[config.mk]
export PLATFORM = sky130hd
export DESIGN_NAME = boardman_bus_bridge
export DESIGN_NICKNAME = d
export VERILOG_FILES = /design/src/rtl/boardman_bridge_pkg.sv /design/src/rtl/boardman_bridge_timer.sv /design/src/rtl/boardman_bus_bridge.sv
export SDC_FILE = /design/constraint.sdc
export NUM_CORES = 1
export LEC_CHECK = 0
export ABC_AREA = 1
export ABC_CLOCK_PERIOD_IN_PS = 2330
export CAP_MARGIN = 10
export CORE_MARGIN = 3
export CORE_UTILIZATION = 27
export CTS_BUF_LIST = sky130_fd_sc_hd__clkbuf_16
export CTS_CLUSTER_DIAMETER = 100
export DETAILED_ROUTE_END_ITERATION = 16
export REMOVE_ABC_BUFFERS = 1
export SETUP_SLACK_MARGIN = 0.5
export SLEW_MARGIN = 20
export SYNTH_ARGS = -nofsm -noshare
export SYNTH_HDL_FRONTEND = slang
export SYNTH_SLANG_ARGS = --single-unit
[constraint.sdc]
create_clock -name clk -period 2.33 [get_ports clk]
set_clock_uncertainty 0.15 [all_clocks]
set_input_delay 0.5825 -clock clk [delete_from_list [all_inputs] [get_ports clk]]
set_output_delay 0.5825 -clock clk [all_outputs]
set_load 0.005 [all_outputs]
[src/rtl/boardman_bridge_pkg.sv]
// Shared constants for the board-manager bus bridge: FSM encoding, region
// select field position and the default read data for a timed-out read.
package boardman_bridge_pkg;

  localparam logic [1:0] ST_IDLE    = 2'd0;
  localparam logic [1:0] ST_ISSUE   = 2'd1;
  localparam logic [1:0] ST_WAITLOW = 2'd2;

  localparam int NUM_SLAVES = 4;
  localparam int SEL_HI     = 19;
  localparam int SEL_LO     = 18;

  localparam logic [31:0] DEFAULT_TIMEOUT_DATA = 32'hBAADF00D;

endpackage

[src/rtl/boardman_bridge_timer.sv]
// Access watchdog: 16-bit up-counter with clear and enable; o_expire flags the
// last allowed cycle of an un-acked access.
module boardman_bridge_timer #(
  parameter int unsigned TIMEOUT = 255
) (
  input  logic clk,
  input  logic rst,
  input  logic i_clr,
  input  logic i_en,
  output logic o_expire
);

  logic [15:0] r_count;

  always_ff @(posedge clk) begin
    if (rst || i_clr) begin
      r_count <= '0;
    end else if (i_en) begin
      r_count <= r_count + 16'd1;
    end
  end

  assign o_expire = i_en && (r_count == 16'(TIMEOUT - 1));

endmodule

[src/rtl/boardman_bus_bridge.sv]
// Address-decoding bridge: routes each single-master register access to one of
// four slave regions and force-completes accesses that a slave never acks.
module boardman_bus_bridge
  import boardman_bridge_pkg::*;
#(
  parameter int unsigned TIMEOUT      = 255,
  parameter logic [31:0] TIMEOUT_DATA = DEFAULT_TIMEOUT_DATA
) (
  input  logic                      clk,
  input  logic                      rst,
  input  logic [19:0]               s_adr_i,
  input  logic [31:0]               s_dat_i,
  output logic [31:0]               s_dat_o,
  input  logic                      s_en_i,
  input  logic                      s_wr_i,
  input  logic [3:0]                s_wstrb_i,
  output logic                      s_ack_o,
  output logic [17:0]               m_adr_o,
  output logic [31:0]               m_dat_o,
  output logic                      m_wr_o,
  output logic [3:0]                m_wstrb_o,
  output logic [NUM_SLAVES-1:0]     m_en_o,
  input  logic [32*NUM_SLAVES-1:0]  m_dat_i,
  input  logic [NUM_SLAVES-1:0]     m_ack_i,
  output logic                      timeout_o,
  output logic [15:0]               timeout_count_o,
  output logic [1:0]                state_o
);

  // Upstream: s_en_i is held high and stable until the single-cycle s_ack_o;
  // a new request is only taken once s_en_i has been seen low (WAITLOW->IDLE).
  // Downstream: m_en_o[n] stays high until m_ack_i[n] or the timeout fires.

  logic [1:0]            r_state;
  logic [1:0]            r_sel;
  logic [17:0]           r_m_adr;
  logic [31:0]           r_m_dat;
  logic                  r_m_wr;
  logic [3:0]            r_m_wstrb;
  logic [NUM_SLAVES-1:0] r_m_en;
  logic                  r_s_ack;
  logic [31:0]           r_s_dat;
  logic                  r_timeout;
  logic [15:0]           r_timeout_count;

  logic                  w_capture;
  logic                  w_issue;
  logic                  w_expire;
  logic                  w_sel_ack;
  logic [31:0]           w_sel_dat;

  assign w_capture = (r_state == ST_IDLE) && s_en_i;
  assign w_issue   = (r_state == ST_ISSUE);
  assign w_sel_ack = m_ack_i[r_sel];
  assign w_sel_dat = m_dat_i[{r_sel, 5'b00000} +: 32];

  boardman_bridge_timer #(
    .TIMEOUT (TIMEOUT)
  ) u_timer (
    .clk      (clk),
    .rst      (rst),
    .i_clr    (w_capture),
    .i_en     (w_issue),
    .o_expire (w_expire)
  );

  always_ff @(posedge clk) begin
    if (rst) begin
      r_state         <= ST_WAITLOW;
      r_sel           <= '0;
      r_m_adr         <= '0;
      r_m_dat         <= '0;
      r_m_wr          <= 1'b0;
      r_m_wstrb       <= '0;
      r_m_en          <= '0;
      r_s_ack         <= 1'b0;
      r_s_dat         <= '0;
      r_timeout       <= 1'b0;
      r_timeout_count <= '0;
    end else begin
      r_s_ack   <= 1'b0;
      r_timeout <= 1'b0;
      case (r_state)
        ST_IDLE: begin
          if (s_en_i) begin
            r_m_adr   <= s_adr_i[17:0];
            r_m_dat   <= s_dat_i;
            r_m_wr    <= s_wr_i;
            r_m_wstrb <= s_wstrb_i;
            r_sel     <= s_adr_i[SEL_HI:SEL_LO];
            r_m_en    <= NUM_SLAVES'(1) << s_adr_i[SEL_HI:SEL_LO];
            r_state   <= ST_ISSUE;
          end
        end
        ST_ISSUE: begin
          // A genuine ack in the expiry cycle takes priority over the timeout.
          if (w_sel_ack) begin
            r_m_en  <= '0;
            r_s_ack <= 1'b1;
            if (!r_m_wr) r_s_dat <= w_sel_dat;
            r_state <= ST_WAITLOW;
          end else if (w_expire) begin
            r_m_en    <= '0;
            r_s_ack   <= 1'b1;
            r_timeout <= 1'b1;
            if (!r_m_wr) r_s_dat <= TIMEOUT_DATA;
            if (r_timeout_count != 16'hFFFF) r_timeout_count <= r_timeout_count + 16'd1;
            r_state   <= ST_WAITLOW;
          end
        end
        ST_WAITLOW: begin
          if (!s_en_i) r_state <= ST_IDLE;
        end
        default: r_state <= ST_WAITLOW;
      endcase
    end
  end

  assign s_dat_o         = r_s_dat;
  assign s_ack_o         = r_s_ack;
  assign m_adr_o         = r_m_adr;
  assign m_dat_o         = r_m_dat;
  assign m_wr_o          = r_m_wr;
  assign m_wstrb_o       = r_m_wstrb;
  assign m_en_o          = r_m_en;
  assign timeout_o       = r_timeout;
  assign timeout_count_o = r_timeout_count;
  assign state_o         = r_state;

endmodule

# Yosys cells after proc, flatten, opt, wreduce, memory -nomap -nowiden
# Index checks and enable logic that the tools add are counted.
dict set report word_totals {
  wordCells 58
  input_bits 192
  out_inout_bits 111
  register_bits 129
}
dict set report classes {
  eq_ne 9
  reduce_logical 13
  muxes 17
  order_cmp 1
  n_shift 2
  n_bitwise 2
  n_addsub 2
}
# cell n
set ops {}
lappend ops {{two-way mux 32 bit} 4}
lappend ops {{indexed part select 128 x 8 -> 32 bit} 1}
lappend ops {{adder 16 x 1 -> 16 bit, second input constant} 2}
lappend ops {{equality test 16 x 8 -> 1 bit, second input constant} 1}
lappend ops {{!= test 16 bit, second input constant} 1}
lappend ops {{two-way mux 4 bit} 3}
lappend ops {{two-way mux 2 bit} 4}
lappend ops {{!= test 2 bit, second input constant} 4}
lappend ops {{one-hot mux 4 bit (2 select lines)} 1}
lappend ops {{AND reduction 4 bit} 2}
lappend ops {{one-hot mux 2 bit (3 select lines)} 1}
lappend ops {{AND reduction 3 bit} 2}
lappend ops {{nonzero test 2 bit} 2}
lappend ops {{left shift 1 x 2 -> 4 bit, first input constant} 1}
lappend ops {{less-than comparator 2 x 3 -> 1 bit, second input constant} 1}
lappend ops {{two-way mux 1 bit} 3}
lappend ops {{!= test 3 bit, second input constant} 1}
lappend ops {{OR reduction 3 bit} 1}
lappend ops {{binary-select mux 1 bit (select 2 bit)} 1}
lappend ops {{equality test 2 x 1 -> 1 bit, second input constant} 1}
lappend ops {{equality test 2 bit, second input constant} 1}
lappend ops {{logical AND 1 bit} 2}
lappend ops {{zero test 2 bit} 1}
lappend ops {{inverter 1 bit} 2}
lappend ops {{3 further kinds} 3}

# Logic depth before layout (Yosys ltp)
# Gate-level depths: netlist of the first run.
dict set report logic_depth {
  ltp_word 5
  ltp_mapped 11
  depth_no_buf 10
}

# By module
# A second synthesis of the first run with hierarchy kept.
dict set report hier_totals {
  cells_unflattened 1012
  hier_area_um2 6516.2
}
# mod cells_each seq_area_each_um2 area_per_inst_um2 instances
set by_module_without_submodules {}
lappend by_module_without_submodules {boardman_bus_bridge 889 2262.2 5667.9 1}
lappend by_module_without_submodules {boardman_bridge_timer 123 320.3 848.3 1}

# Worst setup path before layout of the first run
# No wires, ideal clock.
dict set report synth_timing {
  kind {register to register}
  start {reg r_timeout_count[0], in the netlist timeout_count_o[0]}
  end {reg r_timeout_count[6], in the netlist timeout_count_o[6]}
  required_time_ns 2.038
  setup_ns 0.142
  path_buffers 1
  path_stages_with_launch 10
  arrival_ns 1.420
  synth_period_minus_slack_ns 1.712
  path_slack_ns 0.618
  path_cell_list {dfxtp_1 > ha_1 > nand3_1 > inv_1 > nand2_2 > o21ai_2 > nor2_8 > buf_6 > nand2_1 > a21oi_2}
}
dict set report synth_between {
  elab_chain_len 2
  elab_cells_between_ends 3
  classes_between {add/sub: 1; eq/ne: 1; reduce/logical: 1}
}
# item line
set synth_rtl {}
lappend synth_rtl {{from (decl)} boardman_bus_bridge.sv:44} ;# logic [15:0] r_timeout_count;
lappend synth_rtl {{from (signal assigned)} boardman_bus_bridge.sv:107} ;# if (r_timeout_count != 16'hFFFF) r_timeout_count <= r_timeout_count + 16'd1;
lappend synth_rtl {{parallel branches: the longest is 2 deep, another holds adder 16 x 1 -> 16 bit} --}
# Several ways; the timed one is not identified.
# A chain may end at the register's enable or synchronous reset.

# Worst setup path after layout of the first run
dict set report layout_timing {
  start {reg r_timeout_count[3], in the netlist timeout_count_o[3]}
  end {out timeout_count_o[3]}
}
# item line
set layout_lines {}
lappend layout_lines {{to (decl)} boardman_bus_bridge.sv:26} ;# output logic [15:0] timeout_count_o,
# No word-level cell between the ends.

==> out/results.txt, run 1 <==
Outcome: finished clean
CP Class: reg2out
Synth cell types: 29
Post-synth top area share: 0.357
Worst Setup End Kind: output port
DP Wirelength: 19000 um
WHS: 0.311 ns
RSZ-0062 raised after global routing: true
FMAX: 555 MHz
Crit start category: flop
CTS Sinks: 129
Number of remaining DRC errors: 0
P_leak: 5.51 nW
Worst rel slew slack: 0.740
Max-slew violations: 0
Type of the most critical hold path: reg2reg
First-pass GRT wire length: 40200 um
IO Port Bufs: 302
Crit path buf inv count: 1
Synthesis-stage register bit count: 129
Syn Area/Cell: 5.94 sq um
Clock transition at path regs: 0.07 ns
Synth area leaders: dfxtp_1 (36%), nand2_1 (19%), nor2_1 (12%)
Final core utilization: 0.441
Detailed Routing Iterations Pass 1: 5
Vias: 8189
Register area share after synthesis: 0.357
CP Data Arrival Time: 1.07 ns
Register area: 0.00264 sq mm
Synth warn: 0
Core Rows: 59
Clock Tree Buf Depth: 2
Via density: 4.38
CP max stage delay: 0.38 ns
Hold_buf cts: 0
CP required: 1.60 ns
Minimum clock period: 1.80 ns
Area of the multi-input gates: 0.00387 sq mm
Root Buffer: clkbuf_16
Max stage delay cell, worst path: dfxtp_2
DRT iter0 DRCs: 502
Die height: 170 um
MaxCap Viol Count: 0
Final Cell Area: 0.0116 sq mm
Largest net degree at the start of global routing: 62
Core area: 0.0262 sq mm
CTS tree: built
Delay-heaviest family, CP: flip-flops
Share of cells above drive strength 1: 0.103
Top-Level Pins: 303
Post-route ant nets: 0
Die area: 0.0288 sq mm
Clk_lat worst skew: 0.41 ns
Detailed-route wire length: 26200 um
Cell accounting for the most synthesized area: dfxtp_1
Nets: 1716
GRT Util Overall: 0.173
Clock buffer count from CTS: 17
Vias in the first global route: 7607
Post-DP Area: 0.0107 sq mm
Diodes inserted: 0
Pwr dens: 529 mW/mm^2
Synthesized instance count: 1217
CP Cell Sequence: dlygate4sd2_1
Fin. Hold Viols: 0
WL per Instance: 14.0 um
Synthesized area: 0.00723 sq mm
CP Max Fanout: 5
Max VDD drop: 0.414 mV
Die W: 170 um
Initial antenna violation count: 0
Fillers: 2733
GPL Wtd Cong: 0.870
Post-route clock period utilization: 0.773
Grt ovf: 0
Final setup viols: 0
P&R area growth vs syn: 60.0%
Initial Utilization: 0.276
H-tree depth: 4
Slew @ Worst Pin: 0.390 ns
==> Yosys cell counts <==
library cell	instances
nand3_2	3
inv_1	175
inv_2	5
xnor2_1	8
or2_1	1
dfxtp_1	129
nor2_2	2
xor2_1	4
nor3_2	1
clkbuf_1	31
buf_2	25
nor2_8	1
nor3_1	6
o21ai_2	1
buf_4	2
nor2_1	228
nor3b_1	1
ha_1	3
nand4_1	38
nor4_1	1
buf_1	4
buf_6	2
a21oi_1	27
clkinv_1	2
nand3_1	59
nand2_2	5
a21oi_2	10
nand2_1	374
o21ai_0	69
==> cell usage in the layout, fill, tap and decap left out, drive strengths merged <==
cell / n
ha: 3
clkinvlp: 4
dlygate4sd2: 107
nor3b: 1
dfxtp: 129
clkinv: 5
clkbuf: 20
bufinv: 1
buf: 43
o21ai: 70
clkdlybuf4s15: 3
xor2: 4
nand4: 38
nor4: 1
xnor2: 8
clkdlybuf4s50: 191
nand3: 62
inv: 187
nand2: 380
or2: 1
a21oi: 37
nor2: 232
nor3: 7
==> logic make-up after synthesis <==
family                     synth area share
adders and majority gates           0.00520
xor gates and xnor gates             0.0145
DFF                                   0.357
buffers and inverters                 0.135
AOI/OAI and AO/OA                    0.0798
and+or+nand+nor                       0.408
==> tightest hold or removal path: stages, from the launching register on <==
cell and delay [ns]:
dfxtp_1 0.31, nand2_1 0.06, a21oi_1 0.05
==> timing repair <==
item	CTS	global route
cloned	2	3
setup buffers	3	11
hold endpoints to repair	0	0
pin swaps	2	19
gates resized for setup	153	49
endpoints found under the setup margin	159	74
==> cell type report <==
| type | count | share of cell area |
|---|---|---|
| clock buffer | 17 | 0.0368 |
| clock inverter | 15 | 0.0126 |
| inverter | 182 | 0.0595 |
| multi-input combinational | 844 | 0.335 |
| sequential | 129 | 0.229 |
| tap | 335 | 0.0363 |
| timing repair buffer | 347 | 0.292 |
==> sequential cells by signal, summed over array words and instances (netlist names) <==
register and flops:
m_wr_o 1, m_adr_o 18, r_sel 2, m_wstrb_o 4
m_dat_o 32, u_timer.r_count 16, s_dat_o 32, timeout_count_o 16
state_o 2, timeout_o 1, m_en_o 4, s_ack_o 1
==> power breakdown <==
| group | internal, mW | leakage, nW | switching [mW] | total, mW |
|---|---|---|---|---|
| clock network | 1.49 | 0.267 | 1.11 | 2.61 |
| registers | 2.27 | 1.06 | 0.0428 | 2.32 |
| logic | 0.606 | 4.18 | 0.583 | 1.19 |
==> worst paths after layout <==
| check | end | start | cells past startpoint | slack, ns |
|---|---|---|---|---|
| worst max-delay path | timeout_count_o[3] | timeout_count_o[3] | 1 | 0.53 |
| worst min-delay path | m_en_o[2] | m_en_o[2] | 2 | 0.31 |
| worst max register to register | s_dat_o[3] | u_timer.r_count[0] | 11 | 0.55 |
| worst min register to register | m_en_o[2] | m_en_o[2] | 2 | 0.31 |
==> layer usage <==
metal | vias up | routed length, um | GRT usage
met1 | 3648 | 11400 | 0.219
met2 | 206 | 13200 | 0.305
met3 | 22 | 1340 | 0.0356
li1 | 4313 | - | -
met5 | - | 0 | 0
met4 | 0 | 281 | 0.0391
==> metrics by stage <==
stage                     total power [mW]  TNS [ns]  worst slack, ns  instances
after floorplan                       2.86   -117.59            -1.76       1153
after global placement                3.59         0           0.0806       1818
final                                 6.11         0            0.528       1869
after detailed placement              3.60         0           0.0702       1818
after CTS                             6.18         0            0.490       1855
after global routing                  6.44         0            0.466       1869
(Power assumes the default switching activity.)
==> run 2: changes to the inputs <==
- ABC_CLOCK_PERIOD_IN_PS: 2330 -> 1900
- clock period: 2.33 -> 1.9 ns (I/O delays scaled with it)
==> run 2 against run 1 <==
Via count increased by 8.7%. Largest cell class is now buffers. Die area unchanged. Largest power group unchanged. Critical path depth increased by 10. Setup slack got worse by 0.42 ns. Sequential share of layout area decreased by 2.9 points. Clock power increased by 36%. Flip-flop and latch count unchanged. Power increased by 38%.
==> out/results.txt, run 2 (synthesis gave the netlist of run 1 again) <==
Outcome: finished clean
Commonest non-fill, non-tap cells in the layout: nand2_1 (325), clkdlybuf4s50_1 (188), inv_1 (156)
FMAX: 557 MHz
Crit start category: flop
CP Cell Sequence: inv_2 > ha_4 > nand3_2 > nor2_2 > nand3_2 > nand2_4 > nand3_4 > clkbuf_16 > nand2_1 > inv_1 > nor2_1
Vias in the first global route: 7980 (+4.9%)
Initial antenna violation count: 1 (+1)
CP required: 2.09 ns (+0.49 ns)
DRT iter0 DRCs: 408 (-19%)
Nets: 1813 (+5.7%)
Placed cell count: 1847 (+1.6%)
Non-Filler Instances: 1966 (+5.2%)
CTS Sinks: 129 (unchanged)
IO Port Bufs: 302 (unchanged)
P&R area growth vs syn: 92.2%
Most used cell, CP: nand3_2
Largest net degree at the start of global routing: 41 (-34%)
Worst Setup End Kind: flop
Initial Utilization: 0.276 (unchanged)
Vias: 8905 (+8.7%)
Number of remaining DRC errors: 0 (unchanged)
Met2 WL: 14800 um (+12%)
Core area: 0.0262 sq mm (unchanged)
CP max stage delay: 0.32 ns (-0.06 ns)
Die area: 0.0288 sq mm (unchanged)
Diodes inserted: 0 (unchanged)
Top Metal Used: met5
P_leak: 6.34 nW (+15%)
CP Class: reg2reg
WHS: 0.315 ns (+0.00355 ns)
Hold_buf cts: 0 (unchanged)
Crit path buf inv count: 3 (+2)
Max-slew violations: 0 (unchanged)
Clk_lat worst skew: 0.42 ns (about the same)
Detailed-route wire length: 29800 um (+14%)
H-tree depth: 4 (unchanged)
WL per Instance: 15.2 um (+8.1%)
Via density: 4.53 (+3.4%)
GPL Wtd Cong: 0.880 (+1.1%)
Fin. Hold Viols: 0 (unchanged)
Minimum clock period: 1.79 ns
Type of the most critical hold path: reg2reg
CP Max Fanout: 7 (+2)
MaxCap Viol Count: 0 (unchanged)
Clock Tree Buf Depth: 2 (unchanged)
Max VDD drop: 0.512 mV (+24%)
Max stage delay cell, worst path: dfxtp_2
Core Rows: 59 (unchanged)
Delay-heaviest family, CP: simple AND/OR/NAND/NOR gates
Detailed Routing Iterations Pass 1: 4 (-1)
Share of cells above drive strength 1: 0.394 (+0.291)
Clock transition at path regs: 0.06 ns (about the same)
Die W: 170 um (unchanged)
Grt ovf: 0 (unchanged)
First-pass GRT wire length: 40900 um (+1.7%)
CP Data Arrival Time: 1.99 ns (+0.92 ns)
Commonest non-fill, non-tap cell in the layout: nand2_1
Final setup viols: 0 (unchanged)
Pwr dens: 606 mW/mm^2 (+14%)
Post-route ant nets: 0 (unchanged)
Die height: 170 um (unchanged)
M1 WL: 12900 um (+13%)
Slew @ Worst Pin: 0.361 ns (-0.0296 ns)
Top-Level Pins: 303 (unchanged)
Clock buffer count from CTS: 17 (unchanged)
Root Buffer: clkbuf_16
GRT Util Overall: 0.177 (+0.00329)
Total Neg Setup Slack: 0 ns (unchanged)
CTS tree: built
Met3 WL: 1420 um (+5.8%)
Post-route clock period utilization: 0.944
Final Power: 8.41 mW (+38%)
DP Wirelength: 19400 um (+2.2%)
Worst rel slew slack: 0.759 (+0.0189)
RSZ-0062 raised after global routing: true
==> run 2: cell count changes in the layout (fill, tap and decap cells not counted), sizes merged, moves of 2 or more <==
cell           previous run  this run
clkdlybuf4s15             3         0
buf                      43       241
inv                     187       185
dlymetal6s2s              0         3
dlygate4sd2             107         0
clkinvlp                  4         2
bufinv                    1         4
clkdlybuf4s50           191       188
clkbuf                   20        29
==> run 2: final timing paths <==
kind / to / start / depth (start not counted) / slack, ns
min: m_adr_o[12] / m_adr_o[12] / 2 / 0.31
max: s_dat_o[16] / u_timer.r_count[0] / 11 / 0.11
min reg2reg: m_adr_o[12] / m_adr_o[12] / 2 / 0.31
max reg2reg: s_dat_o[16] / u_timer.r_count[0] / 11 / 0.11
==> run 2: final cells by class <==
type | instances | area [sq um]
clock buffer | 17 | 425
clock inverter | 15 | 205
fill | 2488 | 12300
inverter | 182 | 697
multi-input combinational | 843 | 4610
sequential | 129 | 2770
tap | 335 | 419
timing repair buffer | 445 | 4760
==> run 2: timing repair <==
item,in CTS,in global routing
setup buffers,25,44
pin swaps,7,119
cloned,3,15
hold endpoints to repair,0,0
setup endpoints to repair,240,240
gates resized for setup,672,378
==> run 2: metal layers <==
metal,up-vias,GRT usage
met4,2,0.0452
met2,255,0.307
li1,4512,-
met5,-,0
met3,49,0.0361
met1,4087,0.224
==> run 2: per-stage QoR <==
stage          cell area, sq um  worst slack (ns)   util
6_report                  13900             0.106  0.530
5_1_grt                   13900            0.0449  0.530
4_1_cts                   12100             0.140  0.463
3_5_place_dp              11000            -0.246  0.419
3_3_place_gp              11000            -0.255  0.419
2_1_floorplan              6930             -2.19      -
==> run 2: power by group <==
| group | switching [mW] | internal (mW) |
|---|---|---|
| combinational | 0.894 | 1.09 |
| clock | 1.33 | 2.22 |
| sequential | 0.0806 | 2.80 |
| total | 2.30 | 6.11 |
==> run 2: tightest hold or removal path: stages, from the launching register on <==
cell and delay [ns]:
dfxtp_2 0.33, nor2_2 0.04, nor2_1 0.07
